## config.mk

```make
export PLATFORM = sky130hd
export DESIGN_NAME = pipelined_prefix_adder
export DESIGN_NICKNAME = d
export VERILOG_FILES = /design/src/rtl/prefix_adder_pkg.sv /design/src/rtl/prefix_level.sv /design/src/rtl/pipelined_prefix_adder.sv
export SDC_FILE = /design/constraint.sdc
export NUM_CORES = 1
export LEC_CHECK = 0
export BUFFER_PORTS_ARGS = -buffer_cell sky130_fd_sc_hd__buf_4
export CORE_MARGIN = 8
export CORE_UTILIZATION = 41
export DETAILED_ROUTE_END_ITERATION = 7
export HOLD_SLACK_MARGIN = 0.08
export PLACE_DENSITY = 0.71
export SYNTH_ARGS = -nofsm -noshare
export SYNTH_HDL_FRONTEND = slang
export SYNTH_SLANG_ARGS = --single-unit
export TNS_END_PERCENT = 30
```

## constraint.sdc

```tcl
create_clock -name clk -period 1.1 [get_ports clk]
set_input_delay 0 -clock clk [delete_from_list [all_inputs] [get_ports clk]]
set_output_delay 0 -clock clk [all_outputs]
set_load 0.02 [all_outputs]
```

## src/rtl/prefix_adder_pkg.sv

```systemverilog
// Shared types and helpers for the pipelined Kogge-Stone adder.
package prefix_adder_pkg;

  typedef struct packed {
    logic g;
    logic p;
  } gp_t;

  function automatic int unsigned clog2(input int unsigned v);
    int unsigned r;
    int unsigned x;
    r = 0;
    x = v - 1;
    while (x != 0) begin
      r = r + 1;
      x = x >> 1;
    end
    return r;
  endfunction

  // Associative prefix operator: hi spans the upper bits, lo the bits below it.
  function automatic gp_t gp_combine(input gp_t hi, input gp_t lo);
    gp_t r;
    r.g = hi.g | (hi.p & lo.g);
    r.p = hi.p & lo.p;
    return r;
  endfunction

endpackage

```

## src/rtl/prefix_level.sv

```systemverilog
// One combinational Kogge-Stone row: each bit merges with the bit SPAN below it.
module prefix_level
  import prefix_adder_pkg::*;
#(
  parameter int unsigned WIDTH = 32,
  parameter int unsigned SPAN  = 1
) (
  input  gp_t [WIDTH-1:0] i_gp,
  output gp_t [WIDTH-1:0] o_gp
);

  for (genvar i = 0; i < WIDTH; i++) begin : g_row
    if (i >= SPAN) begin : g_comb
      assign o_gp[i] = gp_combine(i_gp[i], i_gp[i-SPAN]);
    end else begin : g_pass
      assign o_gp[i] = i_gp[i];
    end
  end

endmodule

```

## src/rtl/pipelined_prefix_adder.sv

```systemverilog
// Pipelined Kogge-Stone adder/subtractor with valid/ready flow control.
// Latency is 1 + ceil(log2(WIDTH)/REG_EVERY) cycles; one beat per cycle.
module pipelined_prefix_adder
  import prefix_adder_pkg::*;
#(
  parameter int unsigned WIDTH     = 32,
  parameter int unsigned REG_EVERY = 1
) (
  input  logic             clk,
  input  logic             rst_n,
  input  logic             in_valid,
  output logic             in_ready,
  input  logic [WIDTH-1:0] in_a,
  input  logic [WIDTH-1:0] in_b,
  input  logic             in_cin,
  input  logic             in_sub,
  output logic             out_valid,
  input  logic             out_ready,
  output logic [WIDTH-1:0] out_sum,
  output logic             out_cout,
  output logic             out_ovf
);

  localparam int unsigned LEVELS = clog2(WIDTH);
  // Register banks ahead of the output register; bank 0 is the g/p stage.
  localparam int unsigned NSEG   = (LEVELS + REG_EVERY - 1) / REG_EVERY;

  logic             w_stall;
  logic [WIDTH-1:0] w_b;
  logic [WIDTH-1:0] w_p0;
  logic             w_cin;
  gp_t  [WIDTH-1:0] w_gp0;
  logic [WIDTH-1:0] w_gfin;
  logic [WIDTH-1:0] w_sum;

  gp_t  [WIDTH-1:0] r_gp [NSEG];
  logic [WIDTH-1:0] r_p  [NSEG];
  logic [NSEG-1:0]  r_cin;
  logic [NSEG-1:0]  r_vld;

  gp_t  [WIDTH-1:0] w_in  [1:LEVELS];
  gp_t  [WIDTH-1:0] w_out [1:LEVELS];

  // in_ready is combinational from out_ready so a full pipe can stream.
  assign w_stall  = out_valid & ~out_ready;
  assign in_ready = ~w_stall;

  // Carry-in is pre-merged into bit 0 so LEVELS rows cover every carry.
  always_comb begin
    w_gp0 = '0;
    w_b   = in_sub ? ~in_b : in_b;
    w_cin = in_sub | in_cin;
    w_p0  = in_a ^ w_b;
    for (int i = 0; i < int'(WIDTH); i++) begin
      w_gp0[i].g = in_a[i] & w_b[i];
      w_gp0[i].p = w_p0[i];
    end
    w_gp0[0].g = (in_a[0] & w_b[0]) | (w_p0[0] & w_cin);
  end

  for (genvar k = 1; k <= int'(LEVELS); k++) begin : g_lvl
    if (((k - 1) % REG_EVERY) == 0) begin : g_from_reg
      assign w_in[k] = r_gp[(k-1)/REG_EVERY];
    end else begin : g_from_comb
      assign w_in[k] = w_out[k-1];
    end
    prefix_level #(
      .WIDTH (WIDTH),
      .SPAN  (32'(1) << (k - 1))
    ) u_level (
      .i_gp (w_in[k]),
      .o_gp (w_out[k])
    );
  end

  always_comb begin
    w_gfin = '0;
    for (int i = 0; i < int'(WIDTH); i++) begin
      w_gfin[i] = w_out[LEVELS][i].g;
    end
    w_sum = r_p[NSEG-1] ^ {w_gfin[WIDTH-2:0], r_cin[NSEG-1]};
  end

  // Whole pipe advances together, bubbles included; a stall freezes everything.
  always_ff @(posedge clk or negedge rst_n) begin
    if (!rst_n) begin
      for (int j = 0; j < int'(NSEG); j++) begin
        r_gp[j] <= '0;
        r_p[j]  <= '0;
      end
      r_cin     <= '0;
      r_vld     <= '0;
      out_valid <= 1'b0;
      out_sum   <= '0;
      out_cout  <= 1'b0;
      out_ovf   <= 1'b0;
    end else if (!w_stall) begin
      r_gp[0]  <= w_gp0;
      r_p[0]   <= w_p0;
      r_cin[0] <= w_cin;
      r_vld[0] <= in_valid;
      for (int j = 1; j < int'(NSEG); j++) begin
        r_gp[j]  <= w_out[j*REG_EVERY];
        r_p[j]   <= r_p[j-1];
        r_cin[j] <= r_cin[j-1];
        r_vld[j] <= r_vld[j-1];
      end
      out_valid <= r_vld[NSEG-1];
      out_sum   <= w_sum;
      out_cout  <= w_gfin[WIDTH-1];
      out_ovf   <= w_gfin[WIDTH-1] ^ w_gfin[WIDTH-2];
    end
  end

endmodule
```

Word-level counts from Yosys, hierarchy flattened:

Cells that the tools add are included.

* input port bits: 70
* register bits after elaboration: 494

* mux-type cells: 1
* bitwise operators: 398

Operators by type and width (count)
* AND 1 bit: 261
* OR 1 bit: 131
* bitwise XOR 32 bit: 2
* two-way mux 32 bit: 1
* inverter 32 bit: 1
* inverter 1 bit: 2
* bitwise XOR 1 bit: 1

Logic depth before layout (Yosys ltp):

Gate-level depths: netlist of the first run.

* depth after elaboration: 5
* mapped depth: 7
* mapped depth without buffers: 4

By module:

A second synthesis of the first run with hierarchy kept.

* cell total of the unflattened synthesis: 1468
* area, all modules: 21709.6 um^2

By module, submodules not included
* pipelined_prefix_adder: area each 19423.6 um^2, times used 1, cells each 1148
* prefix_level (g_lvl[5].u_level): area each 479.2 um^2, times used 1, cells each 64
* prefix_level (g_lvl[4].u_level): area each 466.7 um^2, times used 1, cells each 64
* prefix_level (g_lvl[3].u_level): area each 449.2 um^2, times used 1, cells each 64
* prefix_level (g_lvl[2].u_level): area each 446.7 um^2, times used 1, cells each 64
* prefix_level (g_lvl[1].u_level): area each 444.2 um^2, times used 1, cells each 64

Least setup slack after synthesis of the first run:

OpenSTA, ideal clock, no wires.

* kind: flip-flop to flip-flop
* from: reg out_valid
* to: reg r_gp[301] (netlist bit)
* cell stages (with the launch flop): 8
* arrival: 1.185 ns
* setup slack: -0.202 ns
* cells stage by stage: dfrtp_1 > nor2b_4 > buf_6 > inv_4 > buf_6 > buf_4 > nand2_1 > nand2_1

* longest elaborated chain between the ends: 1

Ends and longest elaborated chain
* from (decl): RTL line pipelined_prefix_adder.sv:17 `output logic out_valid,`
* from (signal assigned): RTL line pipelined_prefix_adder.sv:108 `out_valid <= r_vld[NSEG-1];`
* AND 1 bit: RTL line pipelined_prefix_adder.sv:45 `assign w_stall = out_valid & ~out_ready;`
* to (signal, indexed assignment): RTL line pipelined_prefix_adder.sv:103 `r_gp[j] <= w_out[j*REG_EVERY];`
* to (decl): RTL line pipelined_prefix_adder.sv:36 `gp_t [WIDTH-1:0] r_gp [NSEG];`

Every way passes these cells.
A chain may end at the register's enable or synchronous reset.

Worst setup path after layout of the first run:

* from: reg out_valid
* to: reg r_gp[201] (netlist bit)

The elaborated chain is that of the path after synthesis.

==> impl_metrics.yaml, run 1 <==
die:
  core_sq_um: 45500
  die_y_microns: 231
  die_area_sq_um: 53200
  ios: 106
  die_w_microns: 231
  rows: 78
  initial_utilization: 0.415
synthesis:
  ys_top_cells_by_area: "dfrtp_1, nand2_1, o21ai_0, a21oi_1, nand3_1"
  yosysTopAreaCell: "dfrtp_1"
  yosys.area.top_type_share: 0.613
  avgSynthCellArea_sq_um: 9.27
  netlist-cell-type-count: 19
  yosysSeqAreaShare: 0.613
  syn_area_sq_um: 18900
  synth_seq_cells: 463
  ys_warn_count: 0
  synthCells: 2038
  synth_nets: 2140
global_routing:
  grtUsageTotal: 0.184
  grt_start_max_net_pins: 78
  met3_usage: 0.0259
  grt_pass1_vias: 14900
  grt_pass1_wl_microns: 80400
  busiest_layer: "met2"
  grtUsageMet2: 0.308
  grt-ovfl-total: 0
  use_met1: 0.244
  antenna_found_initial: 1
route:
  num_vias: 14900
  dr.pass1.iters: 5
  vias_per_cell: 5.07
  avgRoutedWirePerCell_microns: 17.2
  ant_nets: 0
  wirelength_microns: 50500
  drc: 0
  drt-initial-drc-count: 1026
worst_setup_path:
  cp-startpoint: "out_valid"
  endpoint_kind: "flip-flop"
  critPathArrivalTime_ns: 1.93
  startpoint_type: "flip-flop"
  worst_r2r_startpoint: "out_valid"
  rrSetupSlack_ns: -0.40
  worst_path_most_repeated_cell: "clkbuf_16"
  r2r_end: "r_gp[201]"
  critPathMaxStageDelay_ns: 0.36
  critical_path_class: "flip-flop to flip-flop"
  slowest_stage: "dfrtp_2"
  crit_chain: "nor2b_4, buf_12, buf_4, clkbuf_16, clkbuf_16, o21ai_0"
  reg2reg_depth: 6
  critPathMaxFanout: 13
  required_ns: 1.53
placed_design:
  place_area_sq_um: 20800
  portBuffers: 105
  hpwl_microns: 32200
  gp_congestion: 0.842
  placed_cells: 2731
worst_hold_path:
  holdPathStages: 5
  hold_start: "in_b[29]"
  hp-class: "input pin to flip-flop"
  hold_end: "r_p[157]"
sta:
  fin_ws_ns: -0.400
  finalSetupViolCount: 529
  slew_headroom: 0.682
  hold_viol: 4
  period_needed_ns: 1.50
  maxSlewViolCount: 0
  max_freq_mhz: 667
  rsz0062_at_grt: "true"
  holdWs_ns: -0.0654
  tightest_slew_ns: 0.478
  skew_ns: 0.0181
  timing.final.crit_share: 1.36
finish:
  fin_cells: 2932
  multi_input_area_sq_um: 6850
  fillers: 3895
  final_cell_mix: "nand2_1, dfrtp_1, buf_4, a21oi_1, o21ai_0"
  layout_commonest_cell: "nand2_1"
  area_growth_syn_to_layout_pct: 28.9
  register_area_sq_um: 11600
  nets: 2394
  fin_area_sq_um: 24400
  layout-drive-gt1-share: 0.162
power_and_ir_drop:
  p_per_area_nw_per_um2: 2700
  comb_power_share: 0.307
  ir_worst_vdd_mv: 1.41
  clkPwrFrac: 0.245
  p_sw_w: 0.0235
  power.internal_w: 0.0422
  sw_frac_of_total: 0.358
  p_leak_nw: 12.3
  pwr-share-seq: 0.447
status:
  outcome: "finished, violations left"
  violations: "hold timing, setup timing"
clock_tree:
  htreeDepth: 2
  cts_sinks: 463
  numCtsBuffers: 47
  clk_latency_ns: 0.57
  cts_root_buffer: "clkbuf_16"
  clk_pin_slew_worst_paths_ns: 0.06
  cts_tree: "built"
  cts_max_path_buffers: 3
run:
  max_cap_violations: 0
## how the worst max path moves through the flow
stage,cells past startpoint,end,slack [ns]
after floorplan,7,r_gp[198],-0.15
after global placement,4,r_gp[135],-0.27
after detailed placement,4,out_sum[2],-0.31
after CTS,4,in_ready,-0.37
after global routing,7,r_gp[201],-0.45
final,6,r_gp[201],-0.40
## metal layers
metal  routed length, microns  part of all wire
met3                     2380             0.047
met5                        0                 0
met1                    21700              0.43
met4                     1730             0.034
met2                    24700              0.49
## stage by stage
stage / total power, W / setup slack, ns / utilization / hold slack, ns / setup TNS, ns
2_1_floorplan: 0.0384 / -0.147 / - / -0.296 / -59.84
3_3_place_gp: 0.0451 / -0.272 / 0.457 / -0.00714 / -87.20
3_5_place_dp: 0.0458 / -0.306 / 0.457 / -0.00300 / -100.55
4_1_cts: 0.0642 / -0.373 / 0.523 / -0.0901 / -138.28
5_1_grt: 0.0697 / -0.447 / 0.536 / -0.0556 / -160.70
6_report: 0.0657 / -0.400 / 0.536 / -0.0654 / -129.76
## cell usage after synthesis
library cell	n
clkbuf_1	14
nand2_1	986
dfrtp_1	463
a21oi_1	131
nor2b_4	1
buf_6	22
nand2b_1	1
xor2_1	47
nand3_1	98
inv_4	1
buf_2	53
nor2_1	5
a31oi_2	1
buf_4	17
ha_1	32
o21ai_0	146
xnor2_1	18
nor3_1	1
inv_1	1
## cells by family after synthesis
group	after synthesis	share of synthesized area
buffers and inverters	108	0.0372
AOI/OAI and AO/OA	278	0.0740
xor gates and xnor gates	65	0.0301
adders and majority gates	32	0.0212
DFF	463	0.613
and+or+nand+nor	1092	0.224
## critical path, delay by kind of cell (launching register included)
| family | cells | cell delay [ns] |
|---|---|---|
| buf+inv | 4 | 0.67 |
| compound gates | 1 | 0.09 |
| flops | 1 | 0.36 |
| simple gates | 1 | 0.24 |
## power groups by stage
stage	combinational, W	clock, W	sequential (W)
floorplan	0.0103	0	0.0281
global placement	0.0160	0	0.0291
detailed placement	0.0165	0	0.0293
CTS	0.0188	0.0164	0.0291
global route	0.0225	0.0171	0.0302
finish	0.0202	0.0161	0.0294
## what timing repair did
item,in CTS,in global routing
hold buffers,70,1
pin swaps,13,18
setup buffers,11,5
hold endpoints to repair,529,6
resized for setup,57,111
gates cloned,14,13
setup endpoints to repair,499,618
## layout make-up
class	instances	share of cell area
clock buffers	67	0.0551
well taps	600	0.0308
repair buffers	311	0.147
clock inverters	21	0.00914
inverters	2	0.000616
diodes	1	0.000103
flip-flops and latches	463	0.476
multi-input cells	1467	0.281
## flip-flops by register name, indices dropped and copies added, names as in the netlist
register   cells
r_gp         259
r_p          159
out_sum       32
r_cin          5
r_vld          5
out_cout       1
out_ovf        1
out_valid      1
Note: power is estimated with default switching activity, not from simulation.
==> run 2: changes to the inputs <==
SKIP_CTS_REPAIR_TIMING = 1   (was unset)
==> run 2 against run 1 <==
- the flow still finishes with violations (hold timing, setup timing)
- critical path depth down 2
- via count down 2.7%
- flip-flop and latch count unchanged
- global-route usage down 1.6 points
- setup slack worse by 0.11 ns
- hold slack better by 0.0041 ns
- design area down 4.0%
- first-iteration DRC count about the same
- sequential share of layout area up 2.0 points
- core utilization down 2.1 points
- register-to-register slack about the same
- clock power about the same
- critical path type is now flip-flop to output port
- highest routed layer unchanged
==> impl_metrics.yaml, run 2 (synthesis results as in run 1) <==
finish:
  area_growth_syn_to_layout_pct: 23.8
  reg_top3: "r_gp: 259 flops, r_p: 159 flops, out_sum: 32 flops"
  fillers: 4070
  layout-drive-gt1-share: 0.134
  final_cell_mix: "nand2_1, dfrtp_1, buf_4, o21ai_0, a21oi_1"
  diodes: 0
  largest_reg_flops: 259
  fin_area_sq_um: 23400
  regMostFlops: "r_gp"
  layout_commonest_cell: "nand2_1"
  nets: 2368
  final_util: 0.514
worst_hold_path:
  hp-class: "input pin to flip-flop"
sta:
  finalSetupViolCount: 492
  holdWs_ns: -0.0613
  slew_headroom: 0.687
  timing.final.crit_share: 1.47
  rsz0062_at_grt: "true"
  period_needed_ns: 1.61
  maxSlewViolCount: 0
  hold_viol: 15
  skew_ns: 0.0155
  tightest_slew_ns: 0.470
  max_freq_mhz: 620
  fin_ws_ns: -0.513
route:
  avgRoutedWirePerCell_microns: 16.2
  vias_per_cell: 4.98
  ant_nets: 0
  dr.pass1.iters: 7
  drc: 0
  wirelength_microns: 47200
  drt-initial-drc-count: 1027
  num_vias: 14500
worst_setup_path:
  startpoint_type: "flip-flop"
  critPathArrivalTime_ns: 1.61
  cp-startpoint: "out_valid"
  endpoint_kind: "output port"
  rrSetupSlack_ns: -0.40
  worst_r2r_startpoint: "out_valid"
  required_ns: 1.10
  r2r_end: "r_gp[169]"
  endpoint: "in_ready"
  reg2reg_depth: 5
  critPathMaxFanout: 7
  critical_path_class: "flip-flop to output port"
global_routing:
  antenna_found_initial: 0
  grt_pass1_vias: 14100
  grt_start_max_net_pins: 78
  grtUsageTotal: 0.168
  grt_pass1_wl_microns: 74200
  grt-ovfl-total: 0
power_and_ir_drop:
  ir_worst_vdd_mv: 1.32
  p_per_area_nw_per_um2: 2680
  p_leak_nw: 11.8
  finalPower_w: 0.0626
clock_tree:
  htreeDepth: 2
  clk_latency_ns: 0.56
  clk_pin_slew_worst_paths_ns: 0.06
  cts_sinks: 463
  cts_root_buffer: "clkbuf_16"
  numCtsBuffers: 47
  cts_tree: "built"
  cts_max_path_buffers: 3
placed_design:
  place_area_sq_um: 20800
  portBuffers: 105
  gp_congestion: 0.842
  hpwl_microns: 32200
die:
  core_sq_um: 45500
  die_area_sq_um: 53200
  die_y_microns: 231
  initial_utilization: 0.415
  die_w_microns: 231
  ios: 106
  rows: 78
run:
  max_cap_violations: 0
status:
  violations: "hold timing, setup timing"
  outcome: "finished, violations left"
-- run 2: cell types whose count changed in the layout (fill, tap and decap cells not counted), sizes merged --
cell and change:
bufbuf -1, clkbuf -9, clkinv +1, diode -1, buf -17
-- run 2: layer usage --
layer  wire, microns  GRT usage  vias up  part of all wire
met5               0          0        -                 0
met3            2140     0.0255       82             0.045
met4            1290     0.0513        0             0.027
met2           22800      0.276      355              0.48
li1                -          -     7004                 -
met1           21000      0.228     7023              0.44
-- run 2: stage by stage --
| stage | std cells | hold slack, ns | setup slack (ns) | TNS, ns |
|---|---|---|---|---|
| floorplan | 2038 | -0.296 | -0.147 | -59.84 |
| global placement | 2731 | -0.00714 | -0.272 | -87.20 |
| detailed placement | 2731 | -0.00300 | -0.306 | -100.55 |
| CTS | 2819 | -0.605 | -0.707 | -112.52 |
| global route | 2905 | -0.0478 | -0.559 | -172.54 |
| finish | 2905 | -0.0613 | -0.513 | -144.99 |
-- run 2: critical path, cell delays in order (launching register included) --
cell      delay, ns
dfrtp_2        0.36
nor2b_4        0.29
clkinv_8       0.13
buf_12         0.15
buf_8          0.12
-- run 2: cell type report --
type	instances	area (sq um)	share of cell area
Timing Repair Buffer	284	2800	0.120
Multi-Input combinational cell	1467	6650	0.284
Timing Repair inverter	1	8.76	0.000375
Clock inverter	21	223	0.00952
Tap cell	600	751	0.0321
Inverter	2	20.0	0.000856
Clock buffer	67	1340	0.0574
Sequential cell	463	11600	0.496
-- run 2: worst min-delay path by stage --
stage / startpoint / endpoint / slack (ns) / depth (start not counted)
3_5_place_dp: rst_n / r_gp[114] / -0.003 / 2
4_1_cts: rst_n / r_gp[92] / -0.60 / 2
3_3_place_gp: rst_n / r_gp[101] / -0.007 / 2
5_1_grt: out_ready / r_p[1] / -0.05 / 6
2_1_floorplan: rst_n / out_cout / -0.30 / 0
6_report: in_b[11] / r_p[139] / -0.06 / 5
-- run 2: power breakdown --
| group | total [W] | internal (W) | switching (W) | leakage [nW] |
|---|---|---|---|---|
| combinational | 0.0174 | 0.00735 | 0.0100 | 5.16 |
| sequential | 0.0292 | 0.0236 | 0.00556 | 5.88 |
| clock | 0.0161 | 0.00946 | 0.00660 | 0.779 |
==> run 3: changes to the inputs <==
clock period = 1.4 ns   (was 1.1 ns; I/O delays follow)
==> run 3 against run 2 <==
- combinational power is 25% lower
- the run ends with setup timing left
- count of clock-buffer cells in the layout is 1 lower
- critical path type is now flip-flop to flip-flop
- sequential share of layout area hardly changed
- wire length is 0.48% lower
==> impl_metrics.yaml, run 3 (synthesis results as in run 1) <==
finish:
  final_cell_mix: "nand2_1, dfrtp_1, o21ai_0, buf_4, a21oi_1"
  largest_reg_flops: 259
  final_util: 0.514
  nets: 2361
  layout_commonest_cell: "nand2_1"
  reg_top3: "r_gp: 259 flops, r_p: 159 flops, out_sum: 32 flops"
  layout-drive-gt1-share: 0.111
  area_growth_syn_to_layout_pct: 23.8
  regMostFlops: "r_gp"
  diodes: 0
sta:
  slew_headroom: 0.679
  maxSlewViolCount: 0
  skew_ns: 0.0225
  rsz0062_at_grt: "true"
  finalSetupViolCount: 321
  hold_viol: 0
  tightest_slew_ns: 0.482
  timing.final.crit_share: 1.12
  period_needed_ns: 1.57
  fin_ws_ns: -0.175
  max_freq_mhz: 635
die:
  die_area_sq_um: 53200
  initial_utilization: 0.415
  die_w_microns: 231
  die_y_microns: 231
  rows: 78
  ios: 106
  core_sq_um: 45500
clock_tree:
  htreeDepth: 2
  cts_tree: "built"
  cts_root_buffer: "clkbuf_16"
  numCtsBuffers: 46
  clk_pin_slew_worst_paths_ns: 0.06
  cts_max_path_buffers: 3
  cts_sinks: 463
  clk_latency_ns: 0.57
status:
  outcome: "finished, violations left"
  violations: "setup timing"
power_and_ir_drop:
  p_sw_w: 0.0172
  clkPwrFrac: 0.252
  finalPower_w: 0.0484
  ir_worst_vdd_mv: 0.954
  power.internal_w: 0.0313
  sw_frac_of_total: 0.354
  comb_power_share: 0.268
  pwr-share-seq: 0.480
  p_per_area_nw_per_um2: 2070
  p_leak_nw: 11.8
worst_setup_path:
  worst_r2r_startpoint: "out_valid"
  endpoint_kind: "flip-flop"
  crit_chain: "nor2b_4, buf_12, clkinv_16, buf_4, buf_12, nand3_1, nand2_1"
  critPathMaxFanout: 65
  cp-startpoint: "out_valid"
  slowest_stage: "dfrtp_1"
  critPathMaxStageDelay_ns: 0.38
  worst_path_most_repeated_cell: "buf_12"
  critical_path_class: "flip-flop to flip-flop"
  startpoint_type: "flip-flop"
  required_ns: 1.91
  critPathArrivalTime_ns: 2.08
route:
  dr.pass1.iters: 5
  ant_nets: 0
  num_vias: 14400
  vias_per_cell: 4.97
  wirelength_microns: 46900
  drt-initial-drc-count: 1067
  drc: 0
  avgRoutedWirePerCell_microns: 16.2
global_routing:
  met3_usage: 0.0266
  grt-ovfl-total: 0
  grt_pass1_vias: 13600
  grtUsageTotal: 0.164
  grt_start_max_net_pins: 66
  use_met1: 0.228
  antenna_found_initial: 0
  grtUsageMet2: 0.261
  busiest_layer: "met2"
  grt_pass1_wl_microns: 72000
placed_design:
  gp_congestion: 0.845
  portBuffers: 105
  hpwl_microns: 31400
  place_ws_ns: -0.0557
run:
  max_cap_violations: 0
worst_hold_path:
  hp-class: "input pin to flip-flop"
  hold_start: "in_sub"
## run 3: area by class of cell
| type | instances | area [sq um] |
|---|---|---|
| well taps | 600 | 751 |
| inverters | 2 | 33.8 |
| fillers | 4082 | 22100 |
| flip-flops and latches | 463 | 11600 |
| clock inverters | 16 | 164 |
| repair buffers | 279 | 2900 |
| clock buffers | 66 | 1340 |
| multi-input cells | 1467 | 6610 |
## run 3: worst max-delay path: cells and delay by family (launching register included)
family	cells	cell delay, ns
flops	1	0.38
buf+inv	4	0.68
simple gates	3	0.42
## run 3: per-stage QoR
step	setup TNS, ns	instance area (sq um)	hold slack [ns]	instances
final	-21.26	23400	0.0714	2893
after global routing	-42.47	23400	0.118	2893
after CTS	-1.26	22000	-0.633	2777
after detailed placement	-0.160	20500	-0.0266	2695
after global placement	0	20500	-0.0279	2695
after floorplan	0	18900	-0.296	2038
## run 3: path summary, 6_finish.rpt
kind	to	slack (ns)	cells past startpoint
min in group asynchronous	r_gp[168]	0.52	3
hold / removal	r_p[156]	0.07	5
setup reg to reg	r_gp[92]	-0.17	7
setup / recovery	r_gp[92]	-0.17	7
max in group asynchronous	r_p[33]	0.23	4
hold reg to reg	r_p[92]	0.47	2
## run 3: metal layers
metal,vias to the layer above,part of all wire
li1,7002,-
met1,6954,0.45
met2,343,0.48
met3,72,0.046
met4,0,0.026
met5,-,0
## run 3: power by group through the flow
stage,clock (W),sequential [W],combinational [W]
floorplan,0,0.0221,0.00787
global placement,0,0.0232,0.0117
detailed placement,0,0.0234,0.0120
CTS,0.0124,0.0232,0.0121
global route,0.0130,0.0239,0.0148
finish,0.0122,0.0232,0.0130
